--- config.mk ---
export PLATFORM = sky130hd
export DESIGN_NAME = i2c_cmd_sequencer
export DESIGN_NICKNAME = d
export VERILOG_FILES = /design/src/rtl/i2c_cmd_sequencer.sv
export SDC_FILE = /design/constraint.sdc
export NUM_CORES = 1
export LEC_CHECK = 0
export BUFFER_PORTS_ARGS = -buffer_cell sky130_fd_sc_hd__buf_2
export CAP_MARGIN = 25
export CORE_MARGIN = 2
export CORE_UTILIZATION = 51
export DETAILED_ROUTE_END_ITERATION = 6
export PLACE_DENSITY = 0.76
export REMOVE_ABC_BUFFERS = 1
export SETUP_SLACK_MARGIN = 0.1
export SLEW_MARGIN = 20
export SYNTH_ARGS = -nofsm -noshare
export SYNTH_HDL_FRONTEND = slang
export SYNTH_SLANG_ARGS = --single-unit
--- constraint.sdc ---
create_clock -name i_clk -period 2.6 [get_ports i_clk]
set_input_delay 0.26 -clock i_clk [delete_from_list [all_inputs] [get_ports i_clk]]
set_output_delay 0.26 -clock i_clk [all_outputs]
set_load 0.05 [all_outputs]
--- src/rtl/i2c_cmd_sequencer.sv ---
// Command front-end for i2c_master: queues register-level I2C commands, issues them one at a
// time over the enable/busy handshake and returns one response per command.
module i2c_cmd_sequencer #(
    parameter int unsigned DATA_WIDTH    = 8,
    parameter int unsigned REG_WIDTH     = 8,
    parameter int unsigned ADDR_WIDTH    = 7,
    parameter int unsigned FIFO_DEPTH    = 4,
    parameter int unsigned START_TIMEOUT = 1024
) (
    input  logic                          i_clk,
    input  logic                          i_rst_n,
    input  logic                          i_cmd_valid,
    output logic                          o_cmd_ready,
    input  logic                          i_cmd_rw,
    input  logic [ADDR_WIDTH-1:0]         i_cmd_dev_addr,
    input  logic [REG_WIDTH-1:0]          i_cmd_reg_addr,
    input  logic [DATA_WIDTH-1:0]         i_cmd_data,
    input  logic [15:0]                   i_divider,
    output logic                          o_rsp_valid,
    input  logic                          i_rsp_ready,
    output logic                          o_rsp_rw,
    output logic [DATA_WIDTH-1:0]         o_rsp_data,
    output logic                          o_rsp_err,
    output logic [$clog2(FIFO_DEPTH):0]   o_fifo_level,
    output logic                          o_enable,
    output logic                          o_rw,
    output logic [DATA_WIDTH-1:0]         o_mosi_data,
    output logic [REG_WIDTH-1:0]          o_reg_addr,
    output logic [ADDR_WIDTH-1:0]         o_device_addr,
    output logic [15:0]                   o_divider,
    input  logic                          i_busy,
    input  logic [DATA_WIDTH-1:0]         i_miso_data
);

    localparam int unsigned PW      = $clog2(FIFO_DEPTH);
    localparam int unsigned LW      = PW + 1;
    localparam int unsigned CW      = $clog2(START_TIMEOUT + 1);
    localparam int unsigned ENTRY_W = 1 + ADDR_WIDTH + REG_WIDTH + DATA_WIDTH;

    localparam logic [PW-1:0] PtrOne  = PW'(1);
    localparam logic [LW-1:0] LvlOne  = LW'(1);
    localparam logic [LW-1:0] LvlFull = LW'(FIFO_DEPTH);
    localparam logic [CW-1:0] CntOne  = CW'(1);
    localparam logic [CW-1:0] TmoLast = CW'(START_TIMEOUT - 1);

    typedef enum logic [1:0] {StIdle, StLaunch, StWait, StResp} state_e;

    // ---------------- command FIFO ----------------
    logic [ENTRY_W-1:0] mem [FIFO_DEPTH];
    logic [PW-1:0]      wr_ptr_q, rd_ptr_q;
    logic [LW-1:0]      level_q;
    logic               init_q;
    logic               full, empty, push, pop;
    logic [ENTRY_W-1:0] head;
    logic                   head_rw;
    logic [ADDR_WIDTH-1:0]  head_dev;
    logic [REG_WIDTH-1:0]   head_reg;
    logic [DATA_WIDTH-1:0]  head_data;

    assign full        = (level_q == LvlFull);
    assign empty       = (level_q == '0);
    // init_q keeps ready low until the first clock after reset release
    assign o_cmd_ready = init_q && !full;
    assign push        = i_cmd_valid && o_cmd_ready;
    assign head        = mem[rd_ptr_q];
    assign {head_rw, head_dev, head_reg, head_data} = head;

    always_ff @(posedge i_clk) begin
        if (push) begin
            mem[wr_ptr_q] <= {i_cmd_rw, i_cmd_dev_addr, i_cmd_reg_addr, i_cmd_data};
        end
    end

    always_ff @(posedge i_clk or negedge i_rst_n) begin
        if (!i_rst_n) begin
            wr_ptr_q <= '0;
            rd_ptr_q <= '0;
            level_q  <= '0;
            init_q   <= 1'b0;
        end else begin
            init_q <= 1'b1;
            if (push) wr_ptr_q <= wr_ptr_q + PtrOne;
            if (pop)  rd_ptr_q <= rd_ptr_q + PtrOne;
            unique case ({push, pop})
                2'b10:   level_q <= level_q + LvlOne;
                2'b01:   level_q <= level_q - LvlOne;
                default: level_q <= level_q;
            endcase
        end
    end

    assign o_fifo_level = level_q;

    // ---------------- issue FSM ----------------
    state_e                state_q, state_d;
    logic                  enable_q, enable_d;
    logic                  rw_q, rw_d;
    logic [DATA_WIDTH-1:0] mosi_q, mosi_d;
    logic [REG_WIDTH-1:0]  reg_q, reg_d;
    logic [ADDR_WIDTH-1:0] dev_q, dev_d;
    logic [15:0]           div_q, div_d;
    logic                  rsp_valid_q, rsp_valid_d;
    logic                  rsp_rw_q, rsp_rw_d;
    logic [DATA_WIDTH-1:0] rsp_data_q, rsp_data_d;
    logic                  rsp_err_q, rsp_err_d;
    logic [CW-1:0]         cnt_q, cnt_d;

    always_ff @(posedge i_clk or negedge i_rst_n) begin
        if (!i_rst_n) begin
            state_q     <= StIdle;
            enable_q    <= 1'b0;
            rw_q        <= 1'b0;
            mosi_q      <= '0;
            reg_q       <= '0;
            dev_q       <= '0;
            div_q       <= '0;
            rsp_valid_q <= 1'b0;
            rsp_rw_q    <= 1'b0;
            rsp_data_q  <= '0;
            rsp_err_q   <= 1'b0;
            cnt_q       <= '0;
        end else begin
            state_q     <= state_d;
            enable_q    <= enable_d;
            rw_q        <= rw_d;
            mosi_q      <= mosi_d;
            reg_q       <= reg_d;
            dev_q       <= dev_d;
            div_q       <= div_d;
            rsp_valid_q <= rsp_valid_d;
            rsp_rw_q    <= rsp_rw_d;
            rsp_data_q  <= rsp_data_d;
            rsp_err_q   <= rsp_err_d;
            cnt_q       <= cnt_d;
        end
    end

    always_comb begin
        state_d     = state_q;
        enable_d    = enable_q;
        rw_d        = rw_q;
        mosi_d      = mosi_q;
        reg_d       = reg_q;
        dev_d       = dev_q;
        div_d       = div_q;
        rsp_valid_d = rsp_valid_q;
        rsp_rw_d    = rsp_rw_q;
        rsp_data_d  = rsp_data_q;
        rsp_err_d   = rsp_err_q;
        cnt_d       = cnt_q;
        pop         = 1'b0;
        unique case (state_q)
            StIdle: begin
                if (!empty && !i_busy) begin
                    pop      = 1'b1;
                    rw_d     = head_rw;
                    mosi_d   = head_data;
                    reg_d    = head_reg;
                    dev_d    = head_dev;
                    div_d    = i_divider;
                    enable_d = 1'b1;
                    cnt_d    = '0;
                    state_d  = StLaunch;
                end
            end
            StLaunch: begin
                if (i_busy) begin
                    enable_d = 1'b0;
                    state_d  = StWait;
                end else if (cnt_q == TmoLast) begin
                    // master never started: report error without executing
                    enable_d    = 1'b0;
                    rsp_err_d   = 1'b1;
                    rsp_data_d  = '0;
                    rsp_rw_d    = rw_q;
                    rsp_valid_d = 1'b1;
                    state_d     = StResp;
                end else begin
                    cnt_d = cnt_q + CntOne;
                end
            end
            StWait: begin
                if (!i_busy) begin
                    rsp_data_d  = rw_q ? i_miso_data : '0;
                    rsp_rw_d    = rw_q;
                    rsp_err_d   = 1'b0;
                    rsp_valid_d = 1'b1;
                    state_d     = StResp;
                end
            end
            StResp: begin
                if (i_rsp_ready) begin
                    rsp_valid_d = 1'b0;
                    state_d     = StIdle;
                end
            end
            default: state_d = StIdle;
        endcase
    end

    assign o_enable      = enable_q;
    assign o_rw          = rw_q;
    assign o_mosi_data   = mosi_q;
    assign o_reg_addr    = reg_q;
    assign o_device_addr = dev_q;
    assign o_divider     = div_q;
    assign o_rsp_valid   = rsp_valid_q;
    assign o_rsp_rw      = rsp_rw_q;
    assign o_rsp_data    = rsp_data_q;
    assign o_rsp_err     = rsp_err_q;

endmodule

==> impl_results.html, run 1 <==
<table>
<tr><th>Metric</th><th>Value</th></tr>
<tr><th colspan="2">Global route</th></tr>
<tr><td>Vias in the first global route</td><td>between 3000 and 4000</td></tr>
<tr><td>Pin count of the biggest net entering global routing</td><td>52</td></tr>
<tr><td>Wire length of the first global-routing pass</td><td>approximately 20000 um</td></tr>
<tr><td>Total overflow reported by the global router</td><td>0</td></tr>
<tr><td>Initial antenna violation count</td><td>0</td></tr>
<tr><td>Total track usage</td><td>0.189</td></tr>
<tr><th colspan="2">Power</th></tr>
<tr><td>Leakage</td><td>roughly 3.3 nW</td></tr>
<tr><td>Overall power of the completed layout</td><td>~10 mW</td></tr>
<tr><td>Power Density</td><td>roughly 1300 nW/um2</td></tr>
<tr><td>Worst voltage drop across the vdd grid</td><td>0.791 mV</td></tr>
<tr><th colspan="2">Clock network</th></tr>
<tr><td>TritonCTS Sinks</td><td>approximately 170</td></tr>
<tr><td>Source-to-sink clock delay at the later pin of the worst-skew pair</td><td>around 0.42 ns</td></tr>
<tr><td>Clock tree from TritonCTS</td><td>yes</td></tr>
<tr><td>Clock root buffer master</td><td>clkbuf_16</td></tr>
<tr><td>Max clock buf depth</td><td>2</td></tr>
<tr><td>CTS HTree Levels</td><td>4</td></tr>
<tr><td>Number of buffers added by the clock tree synthesis step</td><td>17</td></tr>
<tr><td>Register clock-pin slew on the reported worst setup and hold paths</td><td>about 0.060 ns</td></tr>
<tr><th colspan="2">Layout</th></tr>
<tr><td>Proportion of layout cells with a drive suffix above 1</td><td>0.457</td></tr>
<tr><td>Diodes inserted</td><td>0</td></tr>
<tr><td>Layout overhead on the synthesized area</td><td>19.3%</td></tr>
<tr><td>Cell Count, Final, Fillers Out</td><td>692</td></tr>
<tr><td>Total number of nets in the final design</td><td>roughly 570</td></tr>
<tr><th colspan="2">Timing</th></tr>
<tr><td>Slew of the pin with the lowest slew margin</td><td>roughly 0.7 ns</td></tr>
<tr><td>Time the final worst path needs with I/O delays and setup</td><td>between 2 and 2.5 ns</td></tr>
<tr><td>Period utilization</td><td>0.870</td></tr>
<tr><td>Final count of pins violating max slew</td><td>0</td></tr>
<tr><td>Count of endpoints failing hold in the final timing report</td><td>0</td></tr>
<tr><td>Final-report setup violation count</td><td>0</td></tr>
<tr><td>Achievable Freq</td><td>roughly 0.44 GHz</td></tr>
<tr><td>Worst max-slew margin expressed relative to the limit</td><td>0.539</td></tr>
<tr><td>Setup skew after layout</td><td>~0.0093 ns</td></tr>
<tr><td>Unrepaired setup endpoints after global routing</td><td>false</td></tr>
<tr><td>Post-route worst setup slack</td><td>roughly 0.34 ns</td></tr>
<tr><th colspan="2">Synthesis</th></tr>
<tr><td>Post-synthesis mux area share</td><td>0.170</td></tr>
<tr><td>Dominant synthesized flop cell</td><td>edfxtp_1</td></tr>
<tr><td>Flip-flop and latch count after synthesis</td><td>~170</td></tr>
<tr><td>Adder-cell share of the synthesized area</td><td>0.0230</td></tr>
<tr><td>Combinational family with the most area after synthesis</td><td>multiplexers</td></tr>
<tr><td>Number of synthesized flops with an enable pin</td><td>96</td></tr>
<tr><td>Proportion of synthesized chip area in sequential cells</td><td>0.687</td></tr>
<tr><td>Post-Syn Instances</td><td>between 300 and 400</td></tr>
<tr><td>Count of synthesis-stage warnings from yosys</td><td>0</td></tr>
<tr><td>Post-synthesis instance area</td><td>between 6000 and 7000 um2</td></tr>
<tr><td>Share of flip-flops with an asynchronous set or reset after synthesis</td><td>0.432</td></tr>
<tr><td>Avg Inst Size Synth</td><td>between 15 and 20 um2</td></tr>
<tr><td>Area share of xor/xnor cells in the synthesized design</td><td>0.00766</td></tr>
<tr><td>Compound-gate portion of the synthesized area</td><td>0.0336</td></tr>
<tr><td>Synth cell types</td><td>53</td></tr>
<tr><td>Area fraction in and, or, nand and nor cells after synthesis</td><td>0.0564</td></tr>
<tr><th colspan="2">Routing</th></tr>
<tr><td>Post-Route WL</td><td>12700 um</td></tr>
<tr><td>Initial DRC Count</td><td>~180</td></tr>
<tr><td>Post-DR vias/cell</td><td>between 5 and 6</td></tr>
<tr><td>Residual DRC</td><td>0</td></tr>
<tr><td>Wirelength per Cell</td><td>about 18 um</td></tr>
<tr><td>Post-detailed-route count of antenna-violating nets</td><td>0</td></tr>
<tr><td>DRT Pass-1 Iters</td><td>5</td></tr>
<tr><td>Count of vias placed by the detailed router</td><td>approximately 3800</td></tr>
<tr><th colspan="2">Critical path</th></tr>
<tr><td>Data arrival time at the worst-slack endpoint</td><td>about 2.6 ns</td></tr>
<tr><td>Critical path startpoint category</td><td>flop</td></tr>
<tr><td>Critical path class</td><td>reg2reg</td></tr>
<tr><td>CP Capture Point</td><td>o_fifo_level[2]$_DFFE_PN0P_</td></tr>
<tr><td>CP Launch Point</td><td>o_fifo_level[0]$_DFFE_PN0P_</td></tr>
<tr><td>Number of gates on the worst path with buffers counted</td><td>10</td></tr>
<tr><td>Most common cell on crit path</td><td>inv_1</td></tr>
<tr><td>Cell-by-cell listing of the critical path</td><td>inv_1, a31oi_1, and2_1, inv_1, ha_1, inv_1, fa_1, xor2_1, nor2_1, xor2_1</td></tr>
<tr><td>Cell type of the slowest stage on the worst timing path</td><td>dfrtp_1</td></tr>
<tr><td>Biggest cell delay along the critical path</td><td>around 0.48 ns</td></tr>
<tr><td>Length in cells of the worst reg-to-reg path</td><td>10</td></tr>
<tr><td>Family of cells with the greatest summed delay on the critical path</td><td>flip-flops</td></tr>
<tr><td>Worst flop-to-flop path startpoint</td><td>o_fifo_level[0]$_DFFE_PN0P_</td></tr>
<tr><td>Critical path endpoint category</td><td>flop</td></tr>
<tr><td>Required time of the worst setup path</td><td>about 2.9 ns</td></tr>
<tr><td>Biggest fanout along the worst timing path</td><td>6</td></tr>
<tr><td>Endpoint of the lowest-slack register-to-register path</td><td>o_fifo_level[2]$_DFFE_PN0P_</td></tr>
<tr><td>Reg-to-reg slack, setup</td><td>around 0.34 ns</td></tr>
<tr><td>Combined buffer and inverter count along the critical path</td><td>3</td></tr>
<tr><th colspan="2">Placement</th></tr>
<tr><td>Number of port buffers</td><td>about 110</td></tr>
<tr><td>Setup WS pre-CTS</td><td>about 0.38 ns</td></tr>
<tr><td>Detailed-placement wirelength estimate</td><td>7960 um</td></tr>
<tr><td>Global placer's final weighted congestion</td><td>around 0.80</td></tr>
<tr><td>Count of placed standard cells including taps</td><td>659</td></tr>
<tr><th colspan="2">Floorplan</th></tr>
<tr><td>Die footprint</td><td>~14000 um2</td></tr>
<tr><td>Initial cell density of the core</td><td>0.520</td></tr>
<tr><td>Die Span X</td><td>120 um</td></tr>
<tr><td>Vertical extent of the die</td><td>between 100 and 150 um</td></tr>
<tr><td>Floorplan row count</td><td>42</td></tr>
<tr><td>Core area</td><td>13200 um2</td></tr>
<tr><td>Number of placed I/O pins</td><td>around 110</td></tr>
<tr><th colspan="2">Run status</th></tr>
<tr><td>Status</td><td>finished clean</td></tr>
<tr><th colspan="2">Run</th></tr>
<tr><td>Max-cap violations</td><td>0</td></tr>
<tr><th colspan="2">Min path</th></tr>
<tr><td>Hold/Removal Path Class</td><td>in2reg</td></tr>
</table>
==> cell type report <==
cell class	instances	area, um2
Fill cell	965	5010
Sequential cell	169	4710
Multi-Input combinational cell	182	2000
Timing Repair Buffer	121	656
Clock buffer	26	504
Tap cell	176	220
Inverter	12	45.0
Clock inverter	6	41.3
==> state kept, by name, indices dropped and copies added, names as in the netlist <==
register / cells
mem: 96
state_q: 2
o_rsp_rw: 1
o_enable: 1
o_rsp_valid: 1
cnt_q: 11
o_rsp_data: 8
o_fifo_level: 3
o_rsp_err: 1
o_mosi_data: 8
o_reg_addr: 8
o_divider: 16
rd_ptr_q: 2
o_rw: 1
o_device_addr: 7
init_q: 1
wr_ptr_q: 2
==> how the worst min path moves through the flow <==
stage                            startpoint                      end  slack [ns]  cells past startpoint
after floorplan                     i_rst_n     cnt_q[0]$_DFFE_PN0P_       -0.04                      0
after global placement              i_rst_n  o_rsp_valid$_DFFE_PN0P_        0.35                      1
after detailed placement            i_rst_n  o_rsp_valid$_DFFE_PN0P_        0.35                      1
after CTS                 i_cmd_dev_addr[0]     mem[1][16]$_DFFE_PP_        0.03                      1
after global routing      i_cmd_dev_addr[0]     mem[1][16]$_DFFE_PP_        0.02                      1
final                     i_cmd_dev_addr[0]     mem[1][16]$_DFFE_PP_        0.05                      1
==> cell families after synthesis <==
family / Yosys count
AO/OA/AOI/OAI: 27
XOR/XNOR: 6
adder cells (fa/ha/maj): 12
buffers and inverters: 27
flip-flops: 169
multiplexers: 77
other: 1
AND/OR/NAND/NOR: 59
==> metal layers <==
| metal | up-vias | GRT usage | wire length, um |
|---|---|---|---|
| li1 | 1713 | - | - |
| met3 | 16 | 0.0608 | 693 |
| met2 | 111 | 0.312 | 6450 |
| met1 | 1968 | 0.235 | 5380 |
| met4 | 0 | 0.0691 | 164 |
| met5 | - | 0 | 0 |
==> cell usage after synthesis, types with 4 or more instances <==
library cell   n  area [um2]
nor4_1         6        37.5
nand2_1        5        18.8
ha_1          11         138
inv_1         12        45.0
buf_6          6        67.6
mux4_2        24         541
dfrtp_1       73        1830
clkbuf_1       6        22.5
and3_1        14        87.6
mux2_2        44         495
mux2_4         8         120
edfxtp_1      96        2880
o21ai_0        5        25.0
nor2_1         7        26.3
and2_1         4        25.0
nor3_1         7        35.0
==> repair_timing <==
action | 4_1_cts | 5_1_grt
resized for setup | 0 | 0
endpoints found under the hold margin | 49 | 0
buffers inserted | 0 | 0
hold buffers | 1 | 0
==> cell usage in the layout (no fill, tap or decap), drive strengths merged, types with 2 or more instances in the layout <==
cell    count
buf       120
edfxtp     96
dfrtp      73
mux2       52
clkbuf     26
mux4       24
and3       14
inv        13
ha         11
nor3        8
nor2        7
nor4        6
nand2       5
o21ai       5
and2        4
a221o       4
clkinv      4
a211o       3
xnor2       3
xor2        3
nand3       3
o21a        2
nand2b      2
nor3b       2
nand4       2
o31ai       2
==> worst reg2reg max path, cell delays in order (launching register included) <==
cell and delay [ns]:
dfrtp_1 0.48, inv_1 0.13, a31oi_1 0.39, and2_1 0.25, inv_1 0.07, ha_1 0.22, inv_1 0.08, fa_1 0.17
xor2_1 0.15, nor2_1 0.06, xor2_1 0.14
==> per-stage QoR <==
| step | utilization | setup TNS, ns | hold WS, ns | instance area (um2) |
|---|---|---|---|---|
| detailed placement | 0.578 | 0 | 0.349 | 7620 |
| finish | 0.620 | 0 | 0.0489 | 8180 |
| floorplan | - | -78.03 | -0.0356 | 6750 |
| global route | 0.620 | 0 | 0.0246 | 8180 |
| global placement | 0.578 | 0 | 0.347 | 7620 |
| CTS | 0.620 | 0 | 0.0297 | 8180 |
==> where the power goes <==
part	internal [mW]	switching, mW	total, mW
clock	1.34	0.967	2.31
sequential	3.53	0.516	4.05
combinational	1.51	2.63	4.14
(Power assumes the default switching activity.)
==> run 2, diff against run 1 <==
--- a/config.mk
+++ b/config.mk
@@ -7,10 +7,11 @@
 export LEC_CHECK = 0
 export BUFFER_PORTS_ARGS = -buffer_cell sky130_fd_sc_hd__buf_2
 export CAP_MARGIN = 25
-export CORE_MARGIN = 2
-export CORE_UTILIZATION = 51
+export CELL_PAD_IN_SITES_DETAIL_PLACEMENT = 0
+export CELL_PAD_IN_SITES_GLOBAL_PLACEMENT = 1
+export CORE_UTILIZATION = 43
 export DETAILED_ROUTE_END_ITERATION = 6
-export PLACE_DENSITY = 0.76
+export PLACE_DENSITY = 0.75
 export REMOVE_ABC_BUFFERS = 1
 export SETUP_SLACK_MARGIN = 0.1
 export SLEW_MARGIN = 20
==> run 2 against run 1 <==
Total power rose by 3.8%. Global-route usage fell by 2.2 points. Via count fell by 1.3%. Count of clock-buffer cells in the layout fell by 8. Cell count rose by 4.9%. Largest cell class unchanged.
==> impl_results.html, run 2 (synthesis results as in run 1) <==
<table>
<tr><th>Metric</th><th>Value</th></tr>
<tr><th colspan="2">Run status</th></tr>
<tr><td>Status</td><td>finished clean</td></tr>
<tr><th colspan="2">Floorplan</th></tr>
<tr><td>Die Span X</td><td>128 um (+6.9%)</td></tr>
<tr><td>Number of placed I/O pins</td><td>109 (unchanged)</td></tr>
<tr><td>Initial cell density of the core</td><td>0.446 (-0.0738)</td></tr>
<tr><td>Floorplan row count</td><td>45 (+7.1%)</td></tr>
<tr><td>Die footprint</td><td>16500 um2 (+14%)</td></tr>
<tr><td>Core area</td><td>15400 um2 (+17%)</td></tr>
<tr><td>Vertical extent of the die</td><td>128 um (+6.9%)</td></tr>
<tr><th colspan="2">Routing</th></tr>
<tr><td>Post-Route WL</td><td>12500 um (-1.4%)</td></tr>
<tr><td>Post-detailed-route count of antenna-violating nets</td><td>0 (unchanged)</td></tr>
<tr><td>Residual DRC</td><td>0 (unchanged)</td></tr>
<tr><td>Wirelength per Cell</td><td>17.2 um (-6.0%)</td></tr>
<tr><td>Post-DR vias/cell</td><td>5.17 (-6.0%)</td></tr>
<tr><td>DRT Pass-1 Iters</td><td>4 (-1)</td></tr>
<tr><td>Count of vias placed by the detailed router</td><td>3757 (-1.3%)</td></tr>
<tr><td>Initial DRC Count</td><td>201 (+14%)</td></tr>
<tr><th colspan="2">Clock network</th></tr>
<tr><td>Source-to-sink clock delay at the later pin of the worst-skew pair</td><td>0.42 ns (about the same)</td></tr>
<tr><td>Clock root buffer master</td><td>clkbuf_16</td></tr>
<tr><td>Number of setup buffers added after CTS</td><td>0 (unchanged)</td></tr>
<tr><td>Max clock buf depth</td><td>2 (unchanged)</td></tr>
<tr><td>Number of buffers added to fix hold violations after cts</td><td>1 (unchanged)</td></tr>
<tr><td>Count of cells resized by post-cts repair</td><td>0 (unchanged)</td></tr>
<tr><td>TritonCTS Sinks</td><td>169 (unchanged)</td></tr>
<tr><td>Number of buffers added by the clock tree synthesis step</td><td>17 (unchanged)</td></tr>
<tr><td>CTS HTree Levels</td><td>4 (unchanged)</td></tr>
<tr><td>Clock tree from TritonCTS</td><td>yes</td></tr>
<tr><td>Register clock-pin slew on the reported worst setup and hold paths</td><td>0.06 ns (about the same)</td></tr>
<tr><th colspan="2">Timing</th></tr>
<tr><td>Final count of pins violating max slew</td><td>0 (unchanged)</td></tr>
<tr><td>Setup skew after layout</td><td>0.0143 ns (+0.00496 ns)</td></tr>
<tr><td>Post-route worst setup slack</td><td>0.387 ns (+0.0501 ns)</td></tr>
<tr><td>Slew of the pin with the lowest slew margin</td><td>0.721 ns (+0.0302 ns)</td></tr>
<tr><td>Period utilization</td><td>0.851 (-0.0193)</td></tr>
<tr><td>Achievable Freq</td><td>0.452 GHz (+2.3%)</td></tr>
<tr><td>Final-report setup violation count</td><td>0 (unchanged)</td></tr>
<tr><td>Time the final worst path needs with I/O delays and setup</td><td>2.21 ns (-0.0501 ns)</td></tr>
<tr><td>Worst max-slew margin expressed relative to the limit</td><td>0.519 (-0.0202)</td></tr>
<tr><td>Count of endpoints failing hold in the final timing report</td><td>0 (unchanged)</td></tr>
<tr><td>Unrepaired setup endpoints after global routing</td><td>false</td></tr>
<tr><th colspan="2">Global route</th></tr>
<tr><td>Vias in the first global route</td><td>3865 (-2.4%)</td></tr>
<tr><td>Wire length of the first global-routing pass</td><td>20300 um (-0.37%)</td></tr>
<tr><td>Total overflow reported by the global router</td><td>0 (unchanged)</td></tr>
<tr><td>Initial antenna violation count</td><td>1 (+1)</td></tr>
<tr><td>Pin count of the biggest net entering global routing</td><td>54 (+3.8%)</td></tr>
<tr><td>Total track usage</td><td>0.167 (-0.0223)</td></tr>
<tr><th colspan="2">Critical path</th></tr>
<tr><td>CP Launch Point</td><td>state_q[0]$_DFFE_PN0P_</td></tr>
<tr><td>Combined buffer and inverter count along the critical path</td><td>1 (-2)</td></tr>
<tr><td>Length in cells of the worst reg-to-reg path</td><td>6 (-4)</td></tr>
<tr><td>Critical path endpoint category</td><td>flop</td></tr>
<tr><td>Data arrival time at the worst-slack endpoint</td><td>2.51 ns (-0.05 ns)</td></tr>
<tr><td>Critical path class</td><td>reg2reg</td></tr>
<tr><td>Number of gates on the worst path with buffers counted</td><td>6 (-4)</td></tr>
<tr><td>Biggest cell delay along the critical path</td><td>0.42 ns (-0.06 ns)</td></tr>
<tr><td>Family of cells with the greatest summed delay on the critical path</td><td>compound AO/OA/AOI/OAI gates</td></tr>
<tr><td>Cell type of the slowest stage on the worst timing path</td><td>a221o_2</td></tr>
<tr><td>Required time of the worst setup path</td><td>2.90 ns (about the same)</td></tr>
<tr><td>Cell-by-cell listing of the critical path</td><td>inv_1, ha_1, nor4b_4, or3_4, a21o_1, a221o_2</td></tr>
<tr><td>Biggest fanout along the worst timing path</td><td>11 (+5)</td></tr>
<tr><td>Worst flop-to-flop path startpoint</td><td>state_q[0]$_DFFE_PN0P_</td></tr>
<tr><td>Critical path startpoint category</td><td>flop</td></tr>
<tr><th colspan="2">Min path</th></tr>
<tr><td>Hold/Removal Path Class</td><td>in2reg</td></tr>
<tr><td>Number of cells traversed by the worst hold path</td><td>1 (unchanged)</td></tr>
<tr><td>Startpoint of the tightest hold check path</td><td>i_cmd_reg_addr[2]</td></tr>
<tr><th colspan="2">Placement</th></tr>
<tr><td>Area after detailed placement</td><td>7670 um2 (+0.64%)</td></tr>
<tr><td>Detailed-placement wirelength estimate</td><td>7900 um (-0.77%)</td></tr>
<tr><td>Setup WS pre-CTS</td><td>0.385 ns (+0.00569 ns)</td></tr>
<tr><td>Global placer's final weighted congestion</td><td>0.747 (-6.1%)</td></tr>
<tr><td>Number of port buffers</td><td>108 (unchanged)</td></tr>
<tr><th colspan="2">Layout</th></tr>
<tr><td>Final core utilization</td><td>0.542 (-0.0783)</td></tr>
<tr><td>Register containing the most flip-flops in the final layout</td><td>mem</td></tr>
<tr><td>Post-route cell area</td><td>8330 um2 (+1.8%)</td></tr>
<tr><td>Most frequent standard cell in the layout excluding fill and tap cells</td><td>buf_2</td></tr>
<tr><td>Diodes inserted</td><td>0 (unchanged)</td></tr>
<tr><td>Flip-flop count of the largest register, all copies and words added</td><td>96 (unchanged)</td></tr>
<tr><td>Filler cell count</td><td>1263 (+31%)</td></tr>
<tr><td>Total number of nets in the final design</td><td>567 (-0.18%)</td></tr>
<tr><td>Layout overhead on the synthesized area</td><td>21.5%</td></tr>
<tr><td>Proportion of layout cells with a drive suffix above 1</td><td>0.466 (+0.00866)</td></tr>
<tr><td>Most frequent cells in the layout</td><td>107 x buf_2, 96 x edfxtp_1, 72 x dfrtp_1</td></tr>
<tr><th colspan="2">Power</th></tr>
<tr><td>Overall power of the completed layout</td><td>10.9 mW (+3.8%)</td></tr>
<tr><td>Power Density</td><td>1310 nW/um2 (+1.9%)</td></tr>
<tr><td>Leakage</td><td>3.36 nW (+1.3%)</td></tr>
<tr><td>Worst voltage drop across the vdd grid</td><td>0.860 mV (+8.7%)</td></tr>
<tr><th colspan="2">Run</th></tr>
<tr><td>Max-cap violations</td><td>0 (unchanged)</td></tr>
</table>
==> run 2: cell types whose count changed in the layout (fill, tap and decap cells not counted), moves of 2 or more <==
cell,change
buf_4,-2
bufinv_16,+4
clkbuf_1,-5
inv_6,+5
inv_8,+2
clkinv_4,-2
==> run 2: path summary, 6_finish.rpt <==
path | end | slack [ns]
max | cnt_q[5]$_DFFE_PN0P_ | 0.39
min | mem[2][10]$_DFFE_PP_ | 0.05
max reg2reg | cnt_q[5]$_DFFE_PN0P_ | 0.39
min reg2reg | cnt_q[10]$_DFFE_PN0P_ | 0.49
max in group asynchronous | o_rsp_rw$_DFFE_PN0P_ | 1.56
min in group asynchronous | o_mosi_data[3]$_DFFE_PN0P_ | 0.46
==> run 2: per-stage QoR <==
step                      std cells  hold WS, ns  setup TNS [ns]
after global placement          693        0.367               0
after floorplan                 363      -0.0356          -78.03
final                           726       0.0490               0
after CTS                       726       0.0298               0
after global routing            726       0.0335               0
after detailed placement        693        0.375               0
==> run 2: report_power, final <==
| group | total, mW | internal (mW) | switching [mW] | leakage [nW] |
|---|---|---|---|---|
| Clock | 2.73 | 1.66 | 1.07 | 0.312 |
| Combinational | 4.15 | 1.51 | 2.64 | 1.29 |
| Sequential | 4.00 | 3.53 | 0.471 | 1.76 |
==> run 2: final cells by class <==
class                      instances  area (um2)  area share
multi-input combinational        182        2000       0.240
clock buffer                      18         439      0.0527
inverter                          12        45.0     0.00541
sequential                       169        4710       0.566
clock inverter                    14         206      0.0248
tap                              211         264      0.0317
timing repair buffer             120         661      0.0793
==> run 2: metal layers <==
metal | vias up | GRT usage | routed length, um
li1 | 1719 | - | -
met1 | 1928 | 0.218 | 5770
met2 | 102 | 0.268 | 6020
met3 | 8 | 0.0484 | 620
met4 | 0 | 0.0540 | 101
met5 | - | 0 | 0
==> run 2: worst register-to-register path, cell delays in order, from the launching register on <==
cell,delay (ns)
dfrtp_1,0.41
inv_1,0.12
ha_1,0.27
nor4b_4,0.17
or3_4,0.41
a21o_1,0.29
a221o_2,0.42
==> run 3, diff against run 2 <==
--- a/config.mk
+++ b/config.mk
@@ -9,6 +9,7 @@
 export CAP_MARGIN = 25
 export CELL_PAD_IN_SITES_DETAIL_PLACEMENT = 0
 export CELL_PAD_IN_SITES_GLOBAL_PLACEMENT = 1
+export CORE_ASPECT_RATIO = 1.25
 export CORE_UTILIZATION = 43
 export DETAILED_ROUTE_END_ITERATION = 6
 export PLACE_DENSITY = 0.75
==> run 3 against run 2 <==
Die area hardly changed. Via count about the same. Global-route usage up 0.23 points. Highest routed layer unchanged. Sequential share of layout area grew 0.25 points.
==> impl_results.html, run 3 (synthesis results as in run 1) <==
<table>
<tr><th>Metric</th><th>Value</th></tr>
<tr><th colspan="2">Critical path</th></tr>
<tr><td>Data arrival time at the worst-slack endpoint</td><td>2.55 ns (+0.04 ns)</td></tr>
<tr><td>Reg-to-reg slack, setup</td><td>0.39 ns (about the same)</td></tr>
<tr><td>Family of cells with the greatest summed delay on the critical path</td><td>adder cells</td></tr>
<tr><td>Critical path endpoint category</td><td>flop</td></tr>
<tr><td>Cell type of the slowest stage on the worst timing path</td><td>dfrtp_1</td></tr>
<tr><td>Required time of the worst setup path</td><td>2.94 ns (+0.04 ns)</td></tr>
<tr><td>Biggest cell delay along the critical path</td><td>0.41 ns (about the same)</td></tr>
<tr><td>Biggest fanout along the worst timing path</td><td>5 (-6)</td></tr>
<tr><td>Worst flop-to-flop path startpoint</td><td>state_q[0]$_DFFE_PN0P_</td></tr>
<tr><td>Combined buffer and inverter count along the critical path</td><td>2 (+1)</td></tr>
<tr><td>Endpoint of the lowest-slack register-to-register path</td><td>o_fifo_level[2]$_DFFE_PN0P_</td></tr>
<tr><td>Length in cells of the worst reg-to-reg path</td><td>9 (+3)</td></tr>
<tr><td>Critical path class</td><td>reg2reg</td></tr>
<tr><td>Critical path startpoint category</td><td>flop</td></tr>
<tr><td>Cell-by-cell listing of the critical path</td><td>inv_1, ha_1, nor3b_4, ha_1, inv_1, fa_1, xor2_1, nor2_1, xor2_1</td></tr>
<tr><th colspan="2">Floorplan</th></tr>
<tr><td>Die Span X</td><td>115 um (-10%)</td></tr>
<tr><td>Floorplan row count</td><td>51 (+13%)</td></tr>
<tr><td>Vertical extent of the die</td><td>143 um (+12%)</td></tr>
<tr><td>Initial cell density of the core</td><td>0.440 (-0.00570)</td></tr>
<tr><td>Die footprint</td><td>16500 um2 (about the same)</td></tr>
<tr><td>Number of placed I/O pins</td><td>109 (unchanged)</td></tr>
<tr><td>Core area</td><td>15600 um2 (+1.3%)</td></tr>
<tr><th colspan="2">Routing</th></tr>
<tr><td>Post-Route WL</td><td>12800 um (+2.5%)</td></tr>
<tr><td>Post-DR vias/cell</td><td>5.15 (-0.47%)</td></tr>
<tr><td>Initial DRC Count</td><td>208 (+3.5%)</td></tr>
<tr><td>DRT Pass-1 Iters</td><td>4 (unchanged)</td></tr>
<tr><td>Count of vias placed by the detailed router</td><td>3760 (+0.080%)</td></tr>
<tr><td>Post-detailed-route count of antenna-violating nets</td><td>0 (unchanged)</td></tr>
<tr><td>Residual DRC</td><td>0 (unchanged)</td></tr>
<tr><td>Wirelength per Cell</td><td>17.6 um (+1.9%)</td></tr>
<tr><th colspan="2">Clock network</th></tr>
<tr><td>Number of setup buffers added after CTS</td><td>0 (unchanged)</td></tr>
<tr><td>Source-to-sink clock delay at the later pin of the worst-skew pair</td><td>0.42 ns (about the same)</td></tr>
<tr><td>Register clock-pin slew on the reported worst setup and hold paths</td><td>0.07 ns (about the same)</td></tr>
<tr><td>Clock tree from TritonCTS</td><td>yes</td></tr>
<tr><td>Max clock buf depth</td><td>2 (unchanged)</td></tr>
<tr><td>TritonCTS Sinks</td><td>169 (unchanged)</td></tr>
<tr><td>Number of buffers added by the clock tree synthesis step</td><td>17 (unchanged)</td></tr>
<tr><td>CTS HTree Levels</td><td>4 (unchanged)</td></tr>
<tr><td>Clock root buffer master</td><td>clkbuf_16</td></tr>
<tr><th colspan="2">Timing</th></tr>
<tr><td>Post-route worst setup slack</td><td>0.386 ns (-0.00153 ns)</td></tr>
<tr><td>Time the final worst path needs with I/O delays and setup</td><td>2.21 ns (+0.00153 ns)</td></tr>
<tr><td>Sum of negative setup slack</td><td>0 ns (unchanged)</td></tr>
<tr><td>Count of endpoints failing hold in the final timing report</td><td>0 (unchanged)</td></tr>
<tr><td>Achievable Freq</td><td>0.452 GHz (about the same)</td></tr>
<tr><td>Worst max-slew margin expressed relative to the limit</td><td>0.583 (+0.0638)</td></tr>
<tr><td>Final count of pins violating max slew</td><td>0 (unchanged)</td></tr>
<tr><td>Setup skew after layout</td><td>0.00698 ns (-0.00728 ns)</td></tr>
<tr><td>Slew of the pin with the lowest slew margin</td><td>0.626 ns (-0.0956 ns)</td></tr>
<tr><td>Period utilization</td><td>0.852 (about the same)</td></tr>
<tr><td>Final-report setup violation count</td><td>0 (unchanged)</td></tr>
<tr><td>Worst hold margin</td><td>0.0425 ns (-0.00652 ns)</td></tr>
<tr><td>Unrepaired setup endpoints after global routing</td><td>false</td></tr>
<tr><th colspan="2">Run status</th></tr>
<tr><td>Status</td><td>finished clean</td></tr>
<tr><th colspan="2">Layout</th></tr>
<tr><td>Proportion of layout cells with a drive suffix above 1</td><td>0.467 (+0.00103)</td></tr>
<tr><td>Final core utilization</td><td>0.533 (-0.00925)</td></tr>
<tr><td>Layout overhead on the synthesized area</td><td>20.9%</td></tr>
<tr><td>Total number of nets in the final design</td><td>568 (+0.18%)</td></tr>
<tr><td>Filler cell count</td><td>1287 (+1.9%)</td></tr>
<tr><td>Cell Count, Final, Fillers Out</td><td>730 (+0.55%)</td></tr>
<tr><td>Post-route cell area</td><td>8290 um2 (-0.44%)</td></tr>
<tr><td>Most frequent standard cell in the layout excluding fill and tap cells</td><td>buf_2</td></tr>
<tr><td>Register containing the most flip-flops in the final layout</td><td>mem</td></tr>
<tr><td>Most frequent cells in the layout</td><td>107 x buf_2, 96 x edfxtp_1, 72 x dfrtp_1</td></tr>
<tr><td>Flip-flop count of the largest register, all copies and words added</td><td>96 (unchanged)</td></tr>
<tr><th colspan="2">Min path</th></tr>
<tr><td>Hold/Removal Path Class</td><td>in2reg</td></tr>
<tr><td>Number of cells traversed by the worst hold path</td><td>1 (unchanged)</td></tr>
<tr><td>Startpoint of the tightest hold check path</td><td>i_cmd_dev_addr[6]</td></tr>
<tr><td>Hold EP</td><td>mem[2][22]$_DFFE_PP_</td></tr>
<tr><th colspan="2">Power</th></tr>
<tr><td>Worst voltage drop across the vdd grid</td><td>0.725 mV (-16%)</td></tr>
<tr><td>Power Density</td><td>1290 nW/um2 (-1.0%)</td></tr>
<tr><td>Overall power of the completed layout</td><td>10.7 mW (-1.4%)</td></tr>
<tr><td>Leakage</td><td>3.35 nW (-0.50%)</td></tr>
<tr><th colspan="2">Global route</th></tr>
<tr><td>Initial antenna violation count</td><td>2 (+1)</td></tr>
<tr><td>Pin count of the biggest net entering global routing</td><td>44 (-19%)</td></tr>
<tr><td>Wire length of the first global-routing pass</td><td>20400 um (+0.54%)</td></tr>
<tr><td>Vias in the first global route</td><td>4015 (+3.9%)</td></tr>
<tr><td>Total track usage</td><td>0.169 (+0.00231)</td></tr>
<tr><td>Total overflow reported by the global router</td><td>0 (unchanged)</td></tr>
<tr><th colspan="2">Placement</th></tr>
<tr><td>Area after detailed placement</td><td>7670 um2 (about the same)</td></tr>
<tr><td>Count of placed standard cells including taps</td><td>695 (+0.29%)</td></tr>
<tr><td>Setup WS pre-CTS</td><td>0.374 ns (-0.0106 ns)</td></tr>
<tr><td>Global placer's final weighted congestion</td><td>0.782 (+4.7%)</td></tr>
<tr><td>Detailed-placement wirelength estimate</td><td>7940 um (+0.49%)</td></tr>
<tr><td>Number of port buffers</td><td>108 (unchanged)</td></tr>
<tr><th colspan="2">Run</th></tr>
<tr><td>Max-cap violations</td><td>0 (unchanged)</td></tr>
</table>
run 3: how the worst max path moves through the flow:
stage / endpoint / from / slack [ns] / depth (start not counted)
detailed placement: o_fifo_level[2]$_DFFE_PN0P_ / state_q[0]$_DFFE_PN0P_ / 0.37 / 9
CTS: o_fifo_level[2]$_DFFE_PN0P_ / state_q[0]$_DFFE_PN0P_ / 0.35 / 9
global placement: cnt_q[5]$_DFFE_PN0P_ / state_q[0]$_DFFE_PN0P_ / 0.47 / 6
floorplan: o_fifo_level[2]$_DFFE_PN0P_ / o_fifo_level[1]$_DFFE_PN0P_ / -1.34 / 8
global route: o_fifo_level[2]$_DFFE_PN0P_ / state_q[0]$_DFFE_PN0P_ / 0.20 / 9
finish: o_fifo_level[2]$_DFFE_PN0P_ / state_q[0]$_DFFE_PN0P_ / 0.39 / 9
run 3: what timing repair did:
item | in CTS | in global routing
hold buffers | 1 | 0
endpoints found under the hold margin | 35 | 0
resized for setup | 0 | 0
run 3: final cells by class:
class | count | area, um2 | share of cell area
antenna | 2 | 5.00 | 0.000604
tap | 212 | 265 | 0.0320
clock buffer | 19 | 453 | 0.0546
timing repair buffer | 121 | 656 | 0.0791
inverter | 12 | 45.0 | 0.00543
sequential | 169 | 4710 | 0.568
multi-input combinational | 182 | 2000 | 0.242
clock inverter | 13 | 155 | 0.0187
run 3: power by group:
part | internal (mW) | total (mW) | switching [mW] | leakage [nW]
clock | 1.49 | 2.57 | 1.07 | 0.295
combinational | 1.50 | 4.18 | 2.67 | 1.29
sequential | 3.53 | 3.99 | 0.453 | 1.76
total | 6.53 | 10.7 | 4.20 | 3.35
run 3: per-layer routing:
layer  track usage  share of wire  routed length (um)
met1         0.198           0.42                5440
met2         0.289           0.51                6540
met3        0.0501          0.048                 610
met4        0.0697          0.018                 231
met5             0              0                   0
run 3: worst reg2reg max path, stage by stage (launching register included):
cell,delay [ns]
dfrtp_1,0.41
inv_1,0.15
ha_1,0.26
nor3b_4,0.23
ha_1,0.20
inv_1,0.06
fa_1,0.37
xor2_1,0.15
nor2_1,0.12
xor2_1,0.18
